===== config.mk =====
export PLATFORM = sky130hd
export DESIGN_NAME = ret_addr_stack
export DESIGN_NICKNAME = d
export VERILOG_FILES = /design/src/rtl/ret_stack_pkg.sv /design/src/rtl/ret_stack_mem.sv /design/src/rtl/ret_addr_stack.sv
export SDC_FILE = /design/constraint.sdc
export NUM_CORES = 1
export LEC_CHECK = 0
export CORE_UTILIZATION = 35
export DETAILED_ROUTE_END_ITERATION = 8
export PLACE_DENSITY = 0.56
export SYNTH_ARGS = -nofsm -noshare
export SYNTH_HDL_FRONTEND = slang
export SYNTH_SLANG_ARGS = --single-unit
export TNS_END_PERCENT = 1

===== constraint.sdc =====
create_clock -name clk -period 3.7 [get_ports clk]
set_input_delay 0.74 -clock clk [delete_from_list [all_inputs] [get_ports clk]]
set_output_delay 0.74 -clock clk [all_outputs]
set_load 0.005 [all_outputs]

===== src/rtl/ret_stack_pkg.sv =====
// Shared types and defaults for the return-address stack.
// Latency: n/a (declarations only).
// Backpressure: n/a (declarations only).
package ret_stack_pkg;

   // Default address width (matches the program counter) and stack depth.
   localparam int DEF_D     = 12;
   localparam int DEF_DEPTH = 8;

   // Operation decode of {call_en, ret_en}.
   typedef enum logic [1:0] {
      OP_NONE = 2'b00,
      OP_POP  = 2'b01,
      OP_PUSH = 2'b10,
      OP_SWAP = 2'b11
   } stack_op_t;

   typedef logic [DEF_D-1:0] addr_t;

endpackage


===== src/rtl/ret_stack_mem.sv =====
// Storage array for the return-address stack: one sync write, one comb read.
// Latency: write lands on the next rising edge; read is combinational.
// Backpressure: none; a write is accepted every cycle we is high.
module ret_stack_mem
   import ret_stack_pkg::*;
#(
   parameter int D     = DEF_D,
   parameter int DEPTH = DEF_DEPTH,
   parameter int PW    = $clog2(DEPTH)
)
(
   input  logic          clk,
   input  logic          we,
   input  logic [PW-1:0] waddr,
   input  logic [D-1:0]  wdata,
   input  logic [PW-1:0] raddr,
   output logic [D-1:0]  rdata
);

   // Contents carry no reset: empty/depth tracking makes stale data invisible.
   logic [D-1:0] mem [DEPTH];

   // Single write port; a same-cycle read still sees the old contents.
   always_ff @(posedge clk) begin
      if (we) begin
         mem[waddr] <= wdata;
      end
   end

   assign rdata = mem[raddr];

endmodule


===== src/rtl/ret_addr_stack.sv =====
// Circular return-address stack: push link address on call, pop on return.
// Latency: ret_addr/ret_valid registered, valid exactly 1 cycle after ret_en.
// Backpressure: none; overflow overwrites the oldest entry, underflow returns 0, both flagged sticky.
module ret_addr_stack
   import ret_stack_pkg::*;
#(
   parameter int D     = DEF_D,
   parameter int DEPTH = DEF_DEPTH,
   parameter int PW    = $clog2(DEPTH)
)
(
   input  logic          clk,
   input  logic          reset,
   input  logic          call_en,
   input  logic [D-1:0]  link_addr,
   input  logic          ret_en,
   input  logic          clr_err,
   output logic [D-1:0]  ret_addr,
   output logic          ret_valid,
   output logic [PW:0]   depth_cnt,
   output logic          empty,
   output logic          full,
   output logic          ovf,
   output logic          unf
);

   localparam logic [PW:0] FULL_CNT = (PW+1)'(DEPTH);

   stack_op_t     op;
   logic [PW-1:0] sp;
   logic [PW-1:0] top;
   logic [D-1:0]  top_dat;
   logic          mem_we;
   logic [PW-1:0] mem_waddr;
   logic          ovf_set;
   logic          unf_set;

   assign op    = stack_op_t'({call_en, ret_en});
   // sp is a power-of-two modulus counter, so top wraps for free.
   assign top   = sp - 1'b1;
   assign empty = (depth_cnt == '0);
   assign full  = (depth_cnt == FULL_CNT);

   assign ovf_set = (op == OP_PUSH) && full;
   assign unf_set = ((op == OP_POP) || (op == OP_SWAP)) && empty;

   // Write-port steering: pushes land at sp, a non-empty swap replaces the top.
   always_comb begin
      mem_we    = 1'b0;
      mem_waddr = sp;
      unique case (op)
         OP_PUSH: begin
            mem_we    = 1'b1;
            mem_waddr = sp;
         end
         OP_SWAP: begin
            mem_we    = 1'b1;
            mem_waddr = empty ? sp : top;
         end
         OP_POP,
         OP_NONE: begin
            mem_we    = 1'b0;
            mem_waddr = sp;
         end
      endcase
   end

   ret_stack_mem #(
      .D     (D),
      .DEPTH (DEPTH),
      .PW    (PW)
   ) u_mem (
      .clk   (clk),
      .we    (mem_we),
      .waddr (mem_waddr),
      .wdata (link_addr),
      .raddr (top),
      .rdata (top_dat)
   );

   // Pointer, occupancy, return register and sticky flags.
   always_ff @(posedge clk) begin
      if (reset) begin
         sp        <= '0;
         depth_cnt <= '0;
         ret_addr  <= '0;
         ret_valid <= 1'b0;
         ovf       <= 1'b0;
         unf       <= 1'b0;
      end else begin
         ret_valid <= 1'b0;
         unique case (op)
            OP_NONE: begin
            end
            OP_PUSH: begin
               sp <= sp + 1'b1;
               // Full push overwrites the oldest slot; occupancy saturates.
               if (!full) begin
                  depth_cnt <= depth_cnt + 1'b1;
               end
            end
            OP_POP: begin
               ret_valid <= 1'b1;
               if (empty) begin
                  ret_addr <= '0;
               end else begin
                  ret_addr  <= top_dat;
                  sp        <= top;
                  depth_cnt <= depth_cnt - 1'b1;
               end
            end
            OP_SWAP: begin
               ret_valid <= 1'b1;
               if (empty) begin
                  // Nothing to return; the call still lands as the sole entry.
                  ret_addr  <= '0;
                  sp        <= sp + 1'b1;
                  depth_cnt <= (PW+1)'(1);
               end else begin
                  ret_addr <= top_dat;
               end
            end
         endcase

         // A new error outranks a simultaneous clear.
         if (ovf_set) begin
            ovf <= 1'b1;
         end else if (clr_err) begin
            ovf <= 1'b0;
         end

         if (unf_set) begin
            unf <= 1'b1;
         end else if (clr_err) begin
            unf <= 1'b0;
         end
      end
   end

endmodule


[Yosys cells after proc, flatten, opt, wreduce, memory -nomap -nowiden]
Memories as Yosys holds them, arrays and structs flattened.
Cells that the tools add are included.
Word-level totals
  register bits after elaboration: 22
  bits in writable memories: 96
  input port bits: 17
  output and inout bits: 21
  logic and storage cells: 48
  memories kept: 1
Memories
  u_mem.mem: depth 8, bits a word 12, rd ports 1, clocked after memory_dff 0, wr ports 1, RTL line ret_stack_mem.sv:21  | logic [D-1:0] mem [DEPTH];
Operators by class
  $add $sub $neg: 4
  eq/ne operators: 7
  mux-type cells: 16
  reduce and logical (&&, ||, !) cells: 14
Operator list (count)
  two-way mux 12 bit: 1
  two-way mux 4 bit: 3
  case mux 4 bit (3 select lines): 1
  case mux 3 bit (3 select lines): 1
  two-way mux 1 bit: 6
  two-way mux 3 bit: 2
  != test 2 bit (second input constant): 3
  case mux 3 bit (2 select lines): 1
  OR reduction 2 bit: 3
  adder 4 x 1 -> 4 bit (second input constant): 1
  == test 2 bit (second input constant): 2
  == test 4 bit (second input constant): 1
  zero test 4 bit: 1
  AND reduction 4 bit: 1
  nonzero test 2 bit: 2
  subtractor 4 x 1 -> 4 bit (second input constant): 1
  adder 3 x 1 -> 3 bit (second input constant): 1
  nonzero test 3 bit: 1
  OR reduction 3 bit: 1
  subtractor 3 x 1 -> 3 bit (second input constant): 1
  == test 2 x 1 -> 1 bit (second input constant): 1
  logical AND 1 bit: 2
  zero test 2 bit: 1
  case mux 1 bit (2 select lines): 1
  2 further kinds: 2

[Logic depth before layout (Yosys ltp)]
Gate-level depths: netlist (run 1).
  depth after elaboration: 5
  gate-level depth with buffers: 10
  mapped depth without buffers: 8

[Modules after synthesis]
Synthesis (run 1) repeated with hierarchy kept, for this count alone.
Second synthesis, totals
  cells, all modules: 296
  area, all modules: 4939.7 sq um
By module, submodules not included
  ret_stack_mem: instances 1, cells an instance 152, area an instance 3747.3 sq um, seq. area each 2882.8 sq um
  ret_addr_stack: instances 1, cells an instance 144, area an instance 1192.4 sq um, seq. area each 440.4 sq um

[Worst setup path after synthesis (run 1)]
No wires, ideal clock.
  path kind: register to register
  from: register sp[0]
  to: memory u_mem.mem[0][0] in the netlist's numbering (enable)
  setup time: 380 ps
  data arrival time: 2524 ps
  data required time: 3320 ps
  setup slack: 796 ps
  cell stages (with the launch flop): 10
  buffers on the path: 4
  clock period less this slack: 2904 ps
  path through: dfxtp_1 > buf_2 > buf_2 > inv_1 > ha_1 > buf_2 > clkbuf_1 > nor4b_1 > a221oi_1 > nor2_1
Between the ends
  longest elaborated chain between the ends: 3
RTL lines
  from (decl): RTL line ret_addr_stack.sv:30  | logic [PW-1:0] sp;
  from (signal assigned): RTL line ret_addr_stack.sv:96  | sp <= sp + 1'b1;
  from (signal assigned): RTL line ret_addr_stack.sv:108  | sp <= top;
  from (signal assigned): RTL line ret_addr_stack.sv:117  | sp <= sp + 1'b1;
  subtractor 3 x 1 -> 3 bit: RTL line ret_addr_stack.sv:40  | assign top = sp - 1'b1;
  two-way mux 3 bit
  case mux 3 bit (2 select lines) (*): RTL line ret_addr_stack.sv:51  | unique case (op)
  to (decl): RTL line ret_stack_mem.sv:21
Every way passes the cells marked *; elsewhere a longest branch is shown, timed or not.

[Final worst setup path (run 1)]
  from: register depth_cnt[3]
  to: output empty
Between the ends
  longest elaborated chain between the ends: 1
RTL lines
  from (decl): RTL line ret_addr_stack.sv:20  | output logic [PW:0] depth_cnt,
  from (signal assigned): RTL line ret_addr_stack.sv:99  | depth_cnt <= depth_cnt + 1'b1;
  from (signal assigned): RTL line ret_addr_stack.sv:109  | depth_cnt <= depth_cnt - 1'b1;
  from (signal assigned): RTL line ret_addr_stack.sv:118  | depth_cnt <= (PW+1)'(1);
  zero test 4 bit: RTL line ret_addr_stack.sv:41  | assign empty = (depth_cnt == '0);
  to (decl): RTL line ret_addr_stack.sv:21  | output logic empty,
No other way between the ends.

==> summary.md, run 1 <==
| Metric | Value |
|---|---|
| Worst hold path class | reg -> reg |
| Worst Path Max Fanout | 11 |
| Bufs on Longest Clock Path | 2 |
| Nature of the critical path endpoint | output pin |
| Post-Synthesis Cell Area | around 4900 µm² |
| Antenna Diode Count | 0 |
| Post-layout utilization of the core | a little under half |
| Final setup viols | 0 |
| Dpl hpwl | around 5.9 mm |
| Initial antenna violation count | 0 |
| Via count of the first global-routing pass | around 2,800 |
| Fin. max-slew vios | 0 |
| Measured slew at the worst slew-check pin | roughly 550 ps |
| Leakage | ~2.1 nW |
| Ys async rst share | 0% |
| Worst Min Path Start | ret_addr[2] |
| #FFs+latches synth | between 100 and 150 |
| Port Buffers | 37 |
| Commonest register cell after synthesis | edfxtp_1 |
| Post-CTS setup buffer count | 0 |
| Die width | roughly 120 µm |
| CP top delay family | buffers and inverters |
| Synth Net Count | roughly 330 |
| Die ar. | ~15,000 µm² |
| Io pins | 38 |
| Sw Pwr | around 1.3 mW |
| Total power | between 4 and 5 mW |
| Sequential Power Share | just under 40% |
| Post-synth EDFFs | 96 |
| CTS tree | yes |
| Worst hold path depth | 2 |
| Final Hold Viols | 0 |
| MaxCap Viol Count | 0 |
| Hold buffer count at CTS | 0 |
| Area delta synth->final | 23.98% |
| ANT nets after route | 0 |
| Max incr delay on CP | about 590 ps |
| Final wirelength | 9.654 mm |
| Clock Pin Slew Worst Setup and Hold Paths | around 50 ps |
| Final Cycle Share | 73.60% |
| Critical path buffer and inverter count | 1 |
| Element type at the critical path start | register |
| Rows | 42 |
| Global-route wire length before repair | ~16 mm |
| Iter 0 DRT Violations | 176 |
| Die height | about 120 µm |
| Via/cell ratio | between 4 and 5 |
| Post-route insts no fill | 550 |
| DRC | 0 |
| WHS Endpoint | ret_addr[2] |
| Htree depth | 4 |
| Share of cells above drive strength 1 | between 20 and 25% |
| Reg2reg start | sp[1] |
| WL per Instance | 17.55 µm |
| GP Congestion | around 0.8 |
| Yosys synthesis warning count | 0 |
| Count of cell types in the netlist | ~40 |
| Mean Syn Cell Area | around 16 µm² |
| Pre-Repair DR Iteration Count | 4 |
| Critical Path RT | ~3000 ps |
| Status | complete, no violations |
| Logic pwr share | between 20 and 30% |
| Internal | 3.194 mW |
| Fmax achieved | between 300 and 400 MHz |
| Clock sinks | around 120 |
| Setup WS pre-CTS | a little over 800 ps |
| Gr usage total | 14.86% |
| Clock skew | 6.759 ps |
| Max transition margin | between 60 and 70% |
| # placed instances | about 520 |
| Sw Share | between 20% and 30% |
| Via count | between 2,000 and 3,000 |
| Setup CP Type | reg -> out |
| Crit path depth | 2 |
| RSZ-0062 raised after global routing | false |
| CTS root buf | clkbuf_16 |
| GRT overflow | 0 |
| Num CTS Buffers | 17 |
| Clk_lat worst skew | about 400 ps |
| Initial Util | a little over a third |
| Core ar. | approximately 13,000 µm² |
| Worst R2R Setup Slack | around 1500 ps |
| Max VDD drop | 0.3230 mV |
| Largest net degree at the start of global routing | 28 |
| Clk pwr share | approximately a third |
| Slowest-stage cell, CP | clkdlybuf4s50_1 |
| Worst endpoint data arrival time | roughly 2000 ps |
| Sequential share of the synthesized area | about two thirds |
| Pwr/cell area | about 730 nW/µm² |
| TNS Setup | 0 ps |
| Reg2reg end | ret_addr[4] |
| Setup slack after layout | just under 1000 ps |
| Min cycle time layout | 2723 ps |
| Resized cells post-CTS | 0 |
| Crit-path cells | nor4_4 > clkdlybuf4s50_1 |
| FF-to-FF path depth | 6 |
| Final #Nets | 387 |
| Cells after synthesis | around 310 |
[cell type report]
class	count	area [µm²]
multi-input combinational	162	1474
inverter	8	30.03
tap	176	220.2
fill	1228	7358
clock buffer	24	471.7
timing repair buffer	54	498.0
sequential	118	3324
clock inverter	8	76.32
[routing by layer]
metal / up-vias / wire [µm] / global-route usage [%]
met3: 7 / 354 / 4.340
met1: 1356 / 4485 / 19.47
met5: - / 0 / 0
met2: 54 / 4712 / 23.46
met4: 0 / 103 / 5.324
li1: 1301 / - / -
[cell usage after synthesis (all sizes together), types with 8 or more instances]
cell type / count / share of area (%)
edfxtp: 96 / 59
a21oi: 8 / 0.81
o21ai: 18 / 1.8
nor2: 22 / 1.7
nor3: 10 / 1.1
inv: 8 / 0.61
mux4: 24 / 11
ha: 9 / 2.3
clkbuf: 10 / 0.76
buf: 9 / 1.1
nand2: 19 / 1.5
dfxtp: 22 / 9.0
mux2i: 13 / 2.7
[registers in the layout, summed over array words and instances (netlist names)]
| signal | flops |
|---|---|
| unf | 1 |
| u_mem.mem | 96 |
| ovf | 1 |
| ret_valid | 1 |
| sp | 3 |
| depth_cnt | 4 |
| ret_addr | 12 |
[cells by family (layout without fill, tap and decap cells)]
logic type / count (synthesis) / after routing / share of synthesized area [%]
and+or+nand+nor: 66 / 66 / 6.541
AOI/OAI and AO/OA: 43 / 43 / 5.982
xor gates and xnor gates: 5 / 5 / 0.8910
muxes: 39 / 39 / 14.18
buffers and inverters: 27 / 94 / 2.520
adders and majority gates: 9 / 9 / 2.291
DFF: 118 / 118 / 67.60
[tightest hold or removal path, delay by kind of cell (launching register included)]
kind,cells,cell delay (ps)
DFF,1,300
AOI/OAI and AO/OA,1,50
and+or+nand+nor,1,50
[how the worst max path moves through the flow]
| stage | start | to | slack (ps) |
|---|---|---|---|
| floorplan | sp[0] | u_mem.mem[0][0] | 800 |
| detailed placement | ret_en | u_mem.mem[4][8] | 830 |
| CTS | depth_cnt[3] | empty | 950 |
| global placement | call_en | depth_cnt[2] | 900 |
| finish | depth_cnt[3] | empty | 980 |
| global route | depth_cnt[3] | empty | 850 |
[power by group through the flow]
stage          Clock, mW  Combinational (mW)  Sequential [mW]
3_3_place_gp           0                1.21             1.77
4_1_cts             1.53                1.23             1.76
3_5_place_dp           0                1.23             1.78
2_1_floorplan          0               0.863             1.72
5_1_grt             1.59                1.32             1.78
6_report            1.50                1.21             1.75
[stage by stage]
step	hold WS, ps	area, µm²
after global placement	434.3	5547
after global routing	473.7	6095
after floorplan	444.8	4916
final	446.9	6095
after detailed placement	440.9	5547
after CTS	451.9	6095
[cells in the final DEF, fill, tap and decap left out, types with 3 or more instances in the layout]
cell / instances
dfxtp_1: 21
clkinvlp_4: 3
nand2b_1: 5
o21ai_0: 16
inv_1: 8
edfxtp_1: 96
ha_1: 9
buf_4: 17
a22oi_1: 3
mux4_2: 24
clkbuf_1: 5
a221oi_1: 4
nor3_1: 8
a21oi_1: 8
clkbuf_16: 17
xor2_1: 3
nor2_1: 22
mux2i_1: 12
clkinv_2: 3
clkdlybuf4s50_1: 37
nand2_1: 19
Note: power is estimated with default switching activity, not from simulation.
==> inputs of run 2 (changes only) <==
--- a/config.mk
+++ b/config.mk
@@ -7,7 +7,7 @@
 export LEC_CHECK = 0
 export CORE_UTILIZATION = 35
 export DETAILED_ROUTE_END_ITERATION = 8
-export PLACE_DENSITY = 0.56
+export PLACE_DENSITY = 0.58
 export SYNTH_ARGS = -nofsm -noshare
 export SYNTH_HDL_FRONTEND = slang
 export SYNTH_SLANG_ARGS = --single-unit
==> constraint.sdc (replaced) <==
create_clock -name clk -period 2.5 [get_ports clk]
set_input_delay 0.5 -clock clk [delete_from_list [all_inputs] [get_ports clk]]
set_output_delay 0.5 -clock clk [all_outputs]
set_load 0.005 [all_outputs]
==> summary.md, run 2 (same netlist as run 1, synthesis figures left out) <==
| Metric | Value |
|---|---|
| Final Cycle Share | between 90% and 100% |
| Clock Pin Slew Worst Setup and Hold Paths | ~50 ps |
| WL per Instance | between 15 and 20 µm |
| Post-route insts no fill | ~570 |
| DRC | 0 |
| Pre-Repair DR Iteration Count | 4 |
| Grt met2 use | 23.92% |
| Post-CTS setup buffer count | 0 |
| Htree depth | 4 |
| # placed instances | 535 |
| Commonest non-fill, non-tap cell in the layout | edfxtp_1 |
| GP Congestion | approximately 0.8 |
| Met3 Use GR | 4.104% |
| Largest net degree at the start of global routing | 28 |
| Pwr/cell area | around 1100 nW/µm² |
| RSZ-0062 raised after global routing | false |
| Clock skew | approximately 13 ps |
| Worst hold path class | reg -> reg |
| Final Cell Area | between 6000 and 7000 µm² |
| GRT overflow | 0 |
| Max FFs per register | 96 |
| Slowest-stage cell, CP | clkdlybuf4s50_1 |
| Commonest cells after routing, fill and taps aside | edfxtp_1, clkdlybuf4s50_1, buf_4, mux4_2, dfxtp_1 |
| Final Hold Viols | 0 |
| Initial antenna violation count | 0 |
| CTS root buf | clkbuf_16 |
| Setup CP Type | reg -> out |
| GRT met1 Usage | between 10% and 20% |
| Crit-path cells | nor3_2 > and2_1 > clkdlybuf4s50_1 |
| Element type at the critical path start | register |
| Area delta synth->final | 29.17% |
| Max transition margin | 62.50% |
| Antenna Diode Count | 0 |
| MaxCap Viol Count | 0 |
| Measured slew at the worst slew-check pin | approximately 560 ps |
| Iter 0 DRT Violations | ~170 |
| Largest regs | u_mem.mem (96), ret_addr (12), depth_cnt (4) |
| Max incr delay on CP | 510 ps |
| Min cycle time layout | approximately 2300 ps |
| Core ar. | between 10,000 and 15,000 µm² |
| Clk_lat worst skew | slightly above 400 ps |
| WHS | approximately 450 ps |
| Leakage | 2.211 nW |
| Largest register by flop count | u_mem.mem |
| Clock sinks | approximately 120 |
| Worst Path Max Fanout | 10 |
| Hold buffer count at CTS | 0 |
| Via/cell ratio | roughly 5.1 |
| DP Area | ~5700 µm² |
| Final #Nets | ~400 |
| Post-layout utilization of the core | approximately 47% |
| ANT nets after route | 0 |
| Port Buffers | 37 |
| Fmax achieved | between 400 and 500 MHz |
| Worst endpoint data arrival time | 1840 ps |
| Max VDD drop | 0.5209 mV |
| Fin. max-slew vios | 0 |
| Final wirelength | 9.876 mm |
| TNS Setup | 0 ps |
| Critical Path RT | approximately 2000 ps |
| Gr usage total | 14.99% |
| Global-route wire length before repair | around 16 mm |
| Via count of the first global-routing pass | between 2,000 and 3,000 |
| Resized cells post-CTS | 0 |
| Status | complete, no violations |
| Via count | 2,865 |
| Die height | between 100 and 150 µm |
| Die ar. | 14,520 µm² |
| Share of cells above drive strength 1 | 26.85% |
| Initial Util | 36.54% |
| Num CTS Buffers | 17 |
| Die width | about 120 µm |
| Rows | 42 |
| Io pins | 38 |
| Nature of the critical path endpoint | output pin |
| Bufs on Longest Clock Path | 2 |
| Dpl hpwl | approximately 6.4 mm |
| Busiest layer in global routing | met2 |
| Final setup viols | 0 |
| CTS tree | yes |
[run 2: changes by cell type in the layout (fill, tap and decap cells not counted)]
| cell | previous run | this run |
|---|---|---|
| buf_12 | 0 | 3 |
| buf_4 | 17 | 31 |
| bufinv_16 | 1 | 4 |
| clkbuf_1 | 5 | 1 |
| clkbuf_8 | 2 | 1 |
| clkinv_2 | 3 | 4 |
| clkinv_4 | 1 | 2 |
| nor2_1 | 22 | 14 |
| nor2_2 | 0 | 8 |
| nor3_1 | 8 | 9 |
| nor3_2 | 2 | 1 |
[run 2: final cells by class]
cell class,instances,area [µm²]
Tap cell,176,220.2
Clock buffer,19,442.9
Sequential cell,118,3324
Fill cell,1162,7103
Inverter,8,30.03
Timing Repair Buffer,71,663.1
Clock inverter,13,180.2
Multi-Input combinational cell,162,1489
[run 2: power breakdown]
group | switching [mW] | internal [mW]
clock | 0.826 | 1.69
sequential | 0.167 | 2.44
combinational | 0.942 | 0.982
total | 1.93 | 5.11
[run 2: metrics by stage]
stage / power (mW) / worst slack, ps
floorplan: 3.859 / 20.11
global placement: 4.568 / 11.43
detailed placement: 4.592 / -16.92
CTS: 7.137 / 129.5
global route: 7.381 / 64.27
finish: 7.044 / 155.5
[run 2: final timing paths]
path / start / end / slack, ps / depth (start not counted)
hold / removal: ret_addr[2] / ret_addr[2] / 450 / 2
setup / recovery: depth_cnt[0] / full / 160 / 3
setup reg to reg: sp[1] / ret_addr[4] / 340 / 6
hold reg to reg: ret_addr[2] / ret_addr[2] / 450 / 2
[run 2: worst max-delay path, delay by kind of cell, from the launching register on]
family	cells	cell delay, ps
AND/OR/NAND/NOR	2	450
flip-flops	1	480
buffers and inverters	1	510
[run 2: layer usage]
| layer | up-vias | wire (µm) |
|---|---|---|
| met5 | - | 0 |
| met1 | 1433 | 4443 |
| li1 | 1335 | - |
| met4 | 0 | 172 |
| met3 | 15 | 438 |
| met2 | 82 | 4822 |
==> inputs of run 3 (changes only) <==
--- a/config.mk
+++ b/config.mk
@@ -6,6 +6,7 @@
 export NUM_CORES = 1
 export LEC_CHECK = 0
 export CORE_UTILIZATION = 35
+export CTS_CLUSTER_SIZE = 24
 export DETAILED_ROUTE_END_ITERATION = 8
 export PLACE_DENSITY = 0.58
 export SYNTH_ARGS = -nofsm -noshare
==> results of run 3 <==
Final layout, timing and power as in run 2 (identical DEF).
